<file path="src/rtl/one_to_sixteen_deserializer.sv">
// one_to_sixteen_deserializer: MSB-first serial to 16-bit word receiver (clock/resetn, data_input/ss in, data_ack handshake, data_output/data_valid/frame_error/overrun/busy/y_Q/counter_bit out)
module one_to_sixteen_deserializer (
  input  logic        clock,
  input  logic        resetn,
  input  logic        data_input,
  input  logic        ss,
  input  logic        data_ack,
  output logic [15:0] data_output,
  output logic        data_valid,
  output logic        frame_error,
  output logic        overrun,
  output logic        busy,
  output logic [1:0]  y_Q,
  output logic [3:0]  counter_bit
);
  typedef enum logic [1:0] {IDLE = 2'b00, ARM = 2'b01, RECEIVE = 2'b10, RELEASE = 2'b11} state_t;
  state_t      r_state;
  logic [15:0] r_shift;
  logic [15:0] r_dout;
  logic [3:0]  r_cnt;
  logic        r_valid;
  logic        r_ferr;
  logic        r_ovr;
  logic [15:0] w_next;
  assign w_next      = {r_shift[14:0], data_input};
  assign data_output = r_dout;
  assign data_valid  = r_valid;
  assign frame_error = r_ferr;
  assign overrun     = r_ovr;
  assign y_Q         = r_state;
  assign counter_bit = r_cnt;
  assign busy        = (r_state == RECEIVE) | (r_state == RELEASE);
  always_ff @(posedge clock) begin
    if (!resetn) begin
      r_state <= IDLE;
      r_shift <= '0;
      r_dout  <= '0;
      r_cnt   <= '0;
      r_valid <= 1'b0;
      r_ferr  <= 1'b0;
      r_ovr   <= 1'b0;
    end else begin
      r_ferr <= 1'b0;
      r_ovr  <= 1'b0;
      if (data_ack) r_valid <= 1'b0;
      case (r_state)
        IDLE: if (!ss) r_state <= ARM;
        ARM: begin
          r_state <= ss ? IDLE : RECEIVE;
          r_shift <= ss ? 16'h0000 : {15'b0, data_input};
          r_cnt   <= ss ? 4'd0 : 4'd1;
        end
        RECEIVE: begin
          if (ss) begin
            r_ferr  <= 1'b1;
            r_state <= IDLE;
            r_shift <= '0;
            r_cnt   <= '0;
          end else if (r_cnt == 4'd15) begin
            r_dout  <= w_next;
            r_valid <= 1'b1;
            r_ovr   <= r_valid & ~data_ack;
            r_shift <= w_next;
            r_state <= RELEASE;
            r_cnt   <= '0;
          end else begin
            r_shift <= w_next;
            r_cnt   <= r_cnt + 4'd1;
          end
        end
        RELEASE: if (ss) r_state <= IDLE;
        default: r_state <= IDLE;
      endcase
    end
  end
endmodule

</file>
<file path="config.mk">
export PLATFORM = sky130hd
export DESIGN_NAME = one_to_sixteen_deserializer
export DESIGN_NICKNAME = d
export VERILOG_FILES = /design/src/rtl/one_to_sixteen_deserializer.sv
export SDC_FILE = /design/constraint.sdc
export NUM_CORES = 1
export LEC_CHECK = 0
export ABC_CLOCK_PERIOD_IN_PS = 1650
export CORE_MARGIN = 2
export CORE_UTILIZATION = 40
export DETAILED_ROUTE_END_ITERATION = 16
export MAX_ROUTING_LAYER = met4
export PLACE_DENSITY = 0.66
export SETUP_SLACK_MARGIN = 0.1
export SYNTH_ARGS = -nofsm -noshare
export SYNTH_HDL_FRONTEND = slang
export SYNTH_SLANG_ARGS = --single-unit
export TNS_END_PERCENT = 10
</file>
<file path="constraint.sdc">
create_clock -name clock -period 1.65 [get_ports clock]
set_input_delay 0.2475 -clock clock [delete_from_list [all_inputs] [get_ports clock]]
set_output_delay 0.2475 -clock clock [all_outputs]
set_load 0.02 [all_outputs]
</file>
==> flow_summary.json, run 1 <==
{
  "status": "completed",
  "grtUsageTotal": 0.178,
  "syn_inst": 193,
  "ys_seq_area_frac": 0.489,
  "setup_viol": 0,
  "hold_viol": 0,
  "fin_cells": 279,
  "die_w_um": 68.0,
  "synthToLayoutAreaGrowth_pct": 33.0,
  "fin_nets": 240,
  "holdPathEnd": "r_shift[14]",
  "drt-wirelength-per-cell_um": 12.8,
  "hold_depth": 2,
  "required_ns": 1.40,
  "grt.overflow.total": 0,
  "port_buffers": 30,
  "path_class": "reg2out",
  "grt_max_degree": 37,
  "setup_tns_ns": 0,
  "ys_types": 28,
  "internal_power_uw": 1580,
  "postCtsSetupBuffers": 0,
  "leakagePower_uw": 0.000778,
  "wl_um": 3570,
  "drc": 0,
  "rr_worst_depth": 6,
  "cts_tree": "yes",
  "tightest_slew_ns": 0.366,
  "rsz0062_at_grt": "yes",
  "pwr-share-clk": 0.426,
  "clk_pin_slew_ns": 0.08,
  "maxSlewHeadroom": 0.756,
  "reg2reg_from": "y_Q[0]",
  "drv_cap": 0,
  "ir_worst_vdd_v": 0.000543,
  "drtAntennaViolNets": 0,
  "hold_class": "reg2reg",
  "rrSetupSlack_ns": 0.12,
  "switching_share": 0.220,
  "p_sw_uw": 448,
  "cts.sinks": 40,
  "pwr-share-comb": 0.092,
  "synth_area_sq_um": 1640,
  "grt_pass1_vias": 1302,
  "antenna_found_initial": 0,
  "drive_gt1_frac": 0.148,
  "postCtsHoldBufs": 0,
  "power_uw": 2030,
  "power_frac_seq": 0.482,
  "dp_hpwl_um": 2350,
  "die_y_um": 68.0,
  "layout_common_cells": "dfxtp_1 (38), nand3_1 (34), a21oi_1 (32)",
  "fin_crit_sh": 0.946,
  "grt_pass1_wl_um": 5940,
  "drv_slew": 0,
  "postLayoutCoreUtil": 0.548,
  "num_antenna_cells": 0,
  "critPathArrivalTime_ns": 1.31,
  "mostFrequentLayoutCell": "dfxtp_1",
  "worstSetupEndpointType": "primary output",
  "cellPowerDensity_nw_per_um2": 934,
  "initial_core_util": 0.412,
  "rr_endpoint": "counter_bit[3]",
  "cts_max_path_buffers": 2,
  "ios": 31,
  "avgSynthCellArea_sq_um": 8.48,
  "cts-htree-levels": 2,
  "insertion_delay_ns": 0.29,
  "place_congestion": 0.809,
  "root_buffer": "clkbuf_8",
  "rows": 23,
  "fmax_ghz": 0.640,
  "synth_nets": 204,
  "period_needed_ns": 1.56,
  "core_sq_um": 3970,
  "drt-pass1-iter-count": 4,
  "die_area_sq_um": 4620,
  "cp-start-kind": "flip-flop",
  "post_drt_via_cell_ratio": 5.29,
  "skew_ns": 0.00648,
  "crit_path_max_fanout": 3,
  "numCtsBuffers": 5,
  "drt_iter0_markers": 71,
  "synth_seq_cells": 40,
  "vias": 1477,
  "place_inst": 272,
  "yosys_warnings": 0,
  "min-delay-start": "r_shift[14]"
}
power by group through the flow:
stage          Combinational, uW  Sequential, uW  Clock [uW]
6_report                     186             981         866
5_1_grt                      204             982         928
4_1_cts                      180             981         886
3_5_place_dp                 180            1000           0
3_3_place_gp                 182            1000           0
2_1_floorplan                102            1010           0
sequential cells by signal, indices dropped and copies added (netlist names):
| name | cells |
|---|---|
| counter_bit | 4 |
| frame_error | 1 |
| data_output | 16 |
| r_shift | 15 |
| y_Q | 2 |
| data_valid | 1 |
| overrun | 1 |
metal layers:
layer / routed length, um / GRT usage / vias up
li1: - / - / 750
met1: 1710 / 0.235 / 695
met2: 1690 / 0.260 / 28
met3: 137 / 0.0444 / 4
met4: 36 / 0.0750 / 0
met5: 0 / - / -
repair_timing:
action,CTS,global route
hold endpoints to repair,0,0
pin swaps,0,2
gates resized for setup,5,3
endpoints found under the setup margin,6,19
metrics by stage:
stage | setup slack, ns | cell area [sq um] | hold slack, ns
6_report | 0.0885 | 2180 | 0.468
5_1_grt | 0.0282 | 2180 | 0.486
4_1_cts | 0.0342 | 2160 | 0.471
3_5_place_dp | -0.00923 | 2040 | 0.462
3_3_place_gp | 0.0283 | 2040 | 0.453
2_1_floorplan | 0.0844 | 1650 | 0.365
how the worst max path moves through the flow:
stage                 from             end  slack, ns  depth (start not counted)
finish              y_Q[0]            busy       0.09                          4
floorplan           y_Q[0]  counter_bit[3]       0.08                          6
global route        y_Q[0]  counter_bit[3]       0.03                          6
CTS                 y_Q[0]          y_Q[0]       0.03                          2
global placement    y_Q[0]            busy       0.03                          4
detailed placement      ss  counter_bit[3]     -0.009                          4
cells in the mapped netlist (all sizes together):
cell	count	area share
dfxtp	40	0.49
nand3	34	0.10
a21oi	32	0.098
nand2	18	0.041
o21ai	18	0.055
buf	9	0.034
clkbuf	8	0.018
ha	6	0.046
inv	4	0.0092
nor2	4	0.0092
and3	3	0.011
mux2i	2	0.012
nor2b	2	0.0076
o21a	2	0.0092
or4	2	0.0092
a221oi	1	0.0054
a2bb2oi	1	0.0054
a31oi	1	0.0038
nand2b	1	0.0084
nand4	1	0.0038
nand4b	1	0.0054
nor3b	1	0.0046
o41ai	1	0.0054
or2	1	0.0038
layout make-up:
cell class / count / area [sq um]
flip-flops and latches: 40 / 808
inverters: 4 / 15.0
well taps: 50 / 62.6
clock inverters: 1 / 30.0
fillers: 384 / 1800
clock buffers: 6 / 93.8
repair buffers: 46 / 417
multi-input cells: 132 / 749
worst max-delay path: stages (launching register included):
cell,delay (ns)
dfxtp_4,0.36
inv_2,0.04
ha_1,0.19
or2_2,0.28
buf_2,0.16
logic make-up (layout without fill, tap and decap cells):
logic type,Yosys count,after routing,share of synthesized area
buf+inv,21,57,0.0619
simple gates,68,68,0.209
mux,2,2,0.0122
compound gates,56,56,0.182
flops,40,40,0.489
fa+ha+maj,6,6,0.0459
Note: power is estimated with default switching activity, not from simulation.
==> inputs of run 2 (changes only) <==
--- a/config.mk
+++ b/config.mk
@@ -9,6 +9,7 @@
 export CORE_MARGIN = 2
 export CORE_UTILIZATION = 40
 export DETAILED_ROUTE_END_ITERATION = 16
+export HOLD_SLACK_MARGIN = 0.15
 export MAX_ROUTING_LAYER = met4
 export PLACE_DENSITY = 0.66
 export SETUP_SLACK_MARGIN = 0.1
==> results of run 2 <==
Final layout, timing and power as in run 1 (identical DEF).
==> patch, RTL diff (flow settings as in run 1) <==
Register the output `counter_bit` once more; this adds one clock of latency there. The other outputs are not delayed to match.
--- a/src/rtl/one_to_sixteen_deserializer.sv
+++ b/src/rtl/one_to_sixteen_deserializer.sv
@@ -28,7 +28,9 @@
   assign frame_error = r_ferr;
   assign overrun     = r_ovr;
   assign y_Q         = r_state;
-  assign counter_bit = r_cnt;
+  always_ff @(posedge clock) begin
+    counter_bit <= r_cnt;
+  end
   assign busy        = (r_state == RECEIVE) | (r_state == RELEASE);
   always_ff @(posedge clock) begin
     if (!resetn) begin
Behaviour: not the same (Yosys sat finds a counterexample within 4 cycles, from zero or initial values and one cycle with resetn low).
==> patch against run 1 <==
  * Worst setup slack better by 0.036 ns
  * Sequential cell count rose by 4
  * Cell area rose by 2.2%
  * Wire length fell by 2.2%
  * Critical endpoint is now y_Q[1]
  * Largest power group unchanged
  * Clock skew rose by 0.0014 ns
  * Via count fell by 0.88%
  * Count of clock-buffer cells in the layout down 1
  * Synthesized area increased by 4.9%
  * Power fell by 6.4%
==> patch: results (changes against run 1) <==
Clocking
  – Post-CTS Repair Setup Buffers: 0 (unchanged)
  – Clk slew on worst S/H paths: 0.08 ns (about the same)
  – Max clock buf depth: 2 (unchanged)
  – Worst skew pair latency: 0.30 ns
  – Num CTS Buffers: 5 (unchanged)
  – Root buf cell: clkbuf_8
  – H-tree depth: 2 (unchanged)

Min path
  – Hold WC Path Type: reg2reg

Timing
  – Worst slew pin tran: 0.363 ns (-0.00348 ns)
  – Clk_skew: 0.00786 ns (+0.00138 ns)
  – Fin. Hold Viols: 0 (unchanged)

Worst setup path
  – Critical-path maximum fanout: 5 (+2)
  – Cell family contributing the most delay on the critical path: buffers and inverters
  – Critical Path Max Stage Delay: 0.61 ns (+0.25 ns)
  – Crit path from: y_Q[1]$_SDFFE_PN0P_
  – Worst r2r path cells: 6 (unchanged)
  – FF-to-FF Start: y_Q[0]$_SDFFE_PN0P_
  – Critical path arrival: 1.28 ns (-0.03 ns)
  – Reg2reg end: r_cnt[3]$_SDFFE_PN0P_
  – CP max-delay cell: clkdlybuf4s50_1
  – Critical path destination: y_Q[1]
  – Reg-to-reg slack, setup: 0.14 ns (+0.02 ns)

Placement
  – Gpl congestion: 0.789 (-2.4%)
  – Dpl hpwl: 2180 um (-7.3%)
  – Port buffer count: 30 (unchanged)

Global route
  – Gr usage total: 16.6% (-1.2 points)
  – Largest net degree at the start of global routing: 37 (unchanged)
  – Antenna violations before repair: 0 (unchanged)
  – First-pass GRT wire length: 6410 um (+7.9%)
  – Vias in the first global route: 1409 (+8.2%)

Final layout
  – Max reg flops: 16 (unchanged)
  – Layout net count: 240 (unchanged)
  – Filler cell count: 408 (+6.3%)
  – Antenna diodes: 0 (unchanged)
  – Layout cells sized above 1: 13.5% (-1.3 points)

Route
  – Initial DRT Pass Iterations: 4 (unchanged)
  – Routed wire length: 3490 um (-2.2%)
  – Via count: 1464 (-0.88%)
  – Number of DRC markers in iteration 0: 96 (+35%)

Synthesis
  – Most frequent cells after synthesis: dfxtp_1 (44), nand3_1 (34), a21oi_1 (32)
  – Synth top area cells: dfxtp_1 (51%), nand3_1 (9.9%), a21oi_1 (9.3%), o21ai_0 (5.0%), ha_1 (4.4%)
  – Post-Syn Nets: 208 (+2.0%)
  – Synth cell types: 28 (unchanged)
  – Sequential share of the synthesized area: 51.3% (+2.4 points)
  – Fraction of registers with async set/reset: 0% (unchanged)
  – Ys Warns: 0 (unchanged)

Pwr
  – Cell internal pwr: 0.00143 W (-9.6%)
  – Leak: 0.760 nW (-2.3%)
  – Worst VDD drop: 0.444 mV (-18%)

Status
  – Outcome: completed
## patch: worst min path at each step
stage / slack, ns / start / cells past startpoint / endpoint
floorplan: 0.37 / resetn / 1 / data_valid$_SDFF_PN0_
global placement: 0.39 / r_cnt[1]$_SDFFE_PN0P_ / 0 / counter_bit[1]$_DFF_P_
detailed placement: 0.38 / r_cnt[1]$_SDFFE_PN0P_ / 0 / counter_bit[1]$_DFF_P_
CTS: 0.39 / r_cnt[1]$_SDFFE_PN0P_ / 0 / counter_bit[1]$_DFF_P_
global route: 0.41 / r_cnt[1]$_SDFFE_PN0P_ / 0 / counter_bit[1]$_DFF_P_
finish: 0.39 / r_cnt[1]$_SDFFE_PN0P_ / 0 / counter_bit[1]$_DFF_P_
## patch: cell families (layout without fill, tap and decap cells)
| logic type | Yosys count | after routing | synth area share, % |
|---|---|---|---|
| AO/OA/AOI/OAI | 56 | 56 | 17.3 |
| multiplexers | 2 | 2 | 1.17 |
| buffers and inverters | 21 | 53 | 5.90 |
| adder cells (fa/ha/maj) | 6 | 6 | 4.37 |
| flip-flops | 44 | 44 | 51.3 |
| AND/OR/NAND/NOR | 68 | 68 | 19.9 |
## patch: per-stage QoR
step | hold WS [ns] | setup slack (ns) | instance area (sq um) | cells
3_5_place_dp | 0.384 | 0.0280 | 2120 | 272
6_report | 0.393 | 0.125 | 2220 | 279
5_1_grt | 0.411 | 0.0534 | 2220 | 279
2_1_floorplan | 0.365 | 0.105 | 1750 | 197
4_1_cts | 0.395 | 0.102 | 2200 | 279
3_3_place_gp | 0.388 | 0.0430 | 2120 | 272
## patch: layout make-up
| type | instances | share of cell area, % |
|---|---|---|
| Tap cell | 50 | 2.81 |
| Inverter | 4 | 0.787 |
| Sequential cell | 44 | 39.9 |
| Timing Repair Buffer | 42 | 18.5 |
| Clock buffer | 5 | 3.09 |
| Clock inverter | 2 | 0.506 |
| Multi-Input combinational cell | 132 | 34.4 |
## patch: what timing repair did
item | CTS | global route
setup endpoints to repair | 1 | 12
resized for setup | 7 | 5
pin swaps | 0 | 3
## patch: power by group through the flow
stage               logic [W]  registers, W  clock network, W
global placement     0.000174       0.00111                 0
CTS                  0.000176       0.00108          0.000656
detailed placement   0.000175       0.00111                 0
floorplan            0.000107       0.00111                 0
finish               0.000182       0.00108          0.000639
global route         0.000201       0.00109          0.000701
## patch: metal layers
metal	vias up	routed length, um	global-route usage (%)
met5	-	0	-
met4	0	76	7.84
met3	8	228	3.78
met2	44	1520	24.3
met1	661	1670	21.8
li1	751	-	-
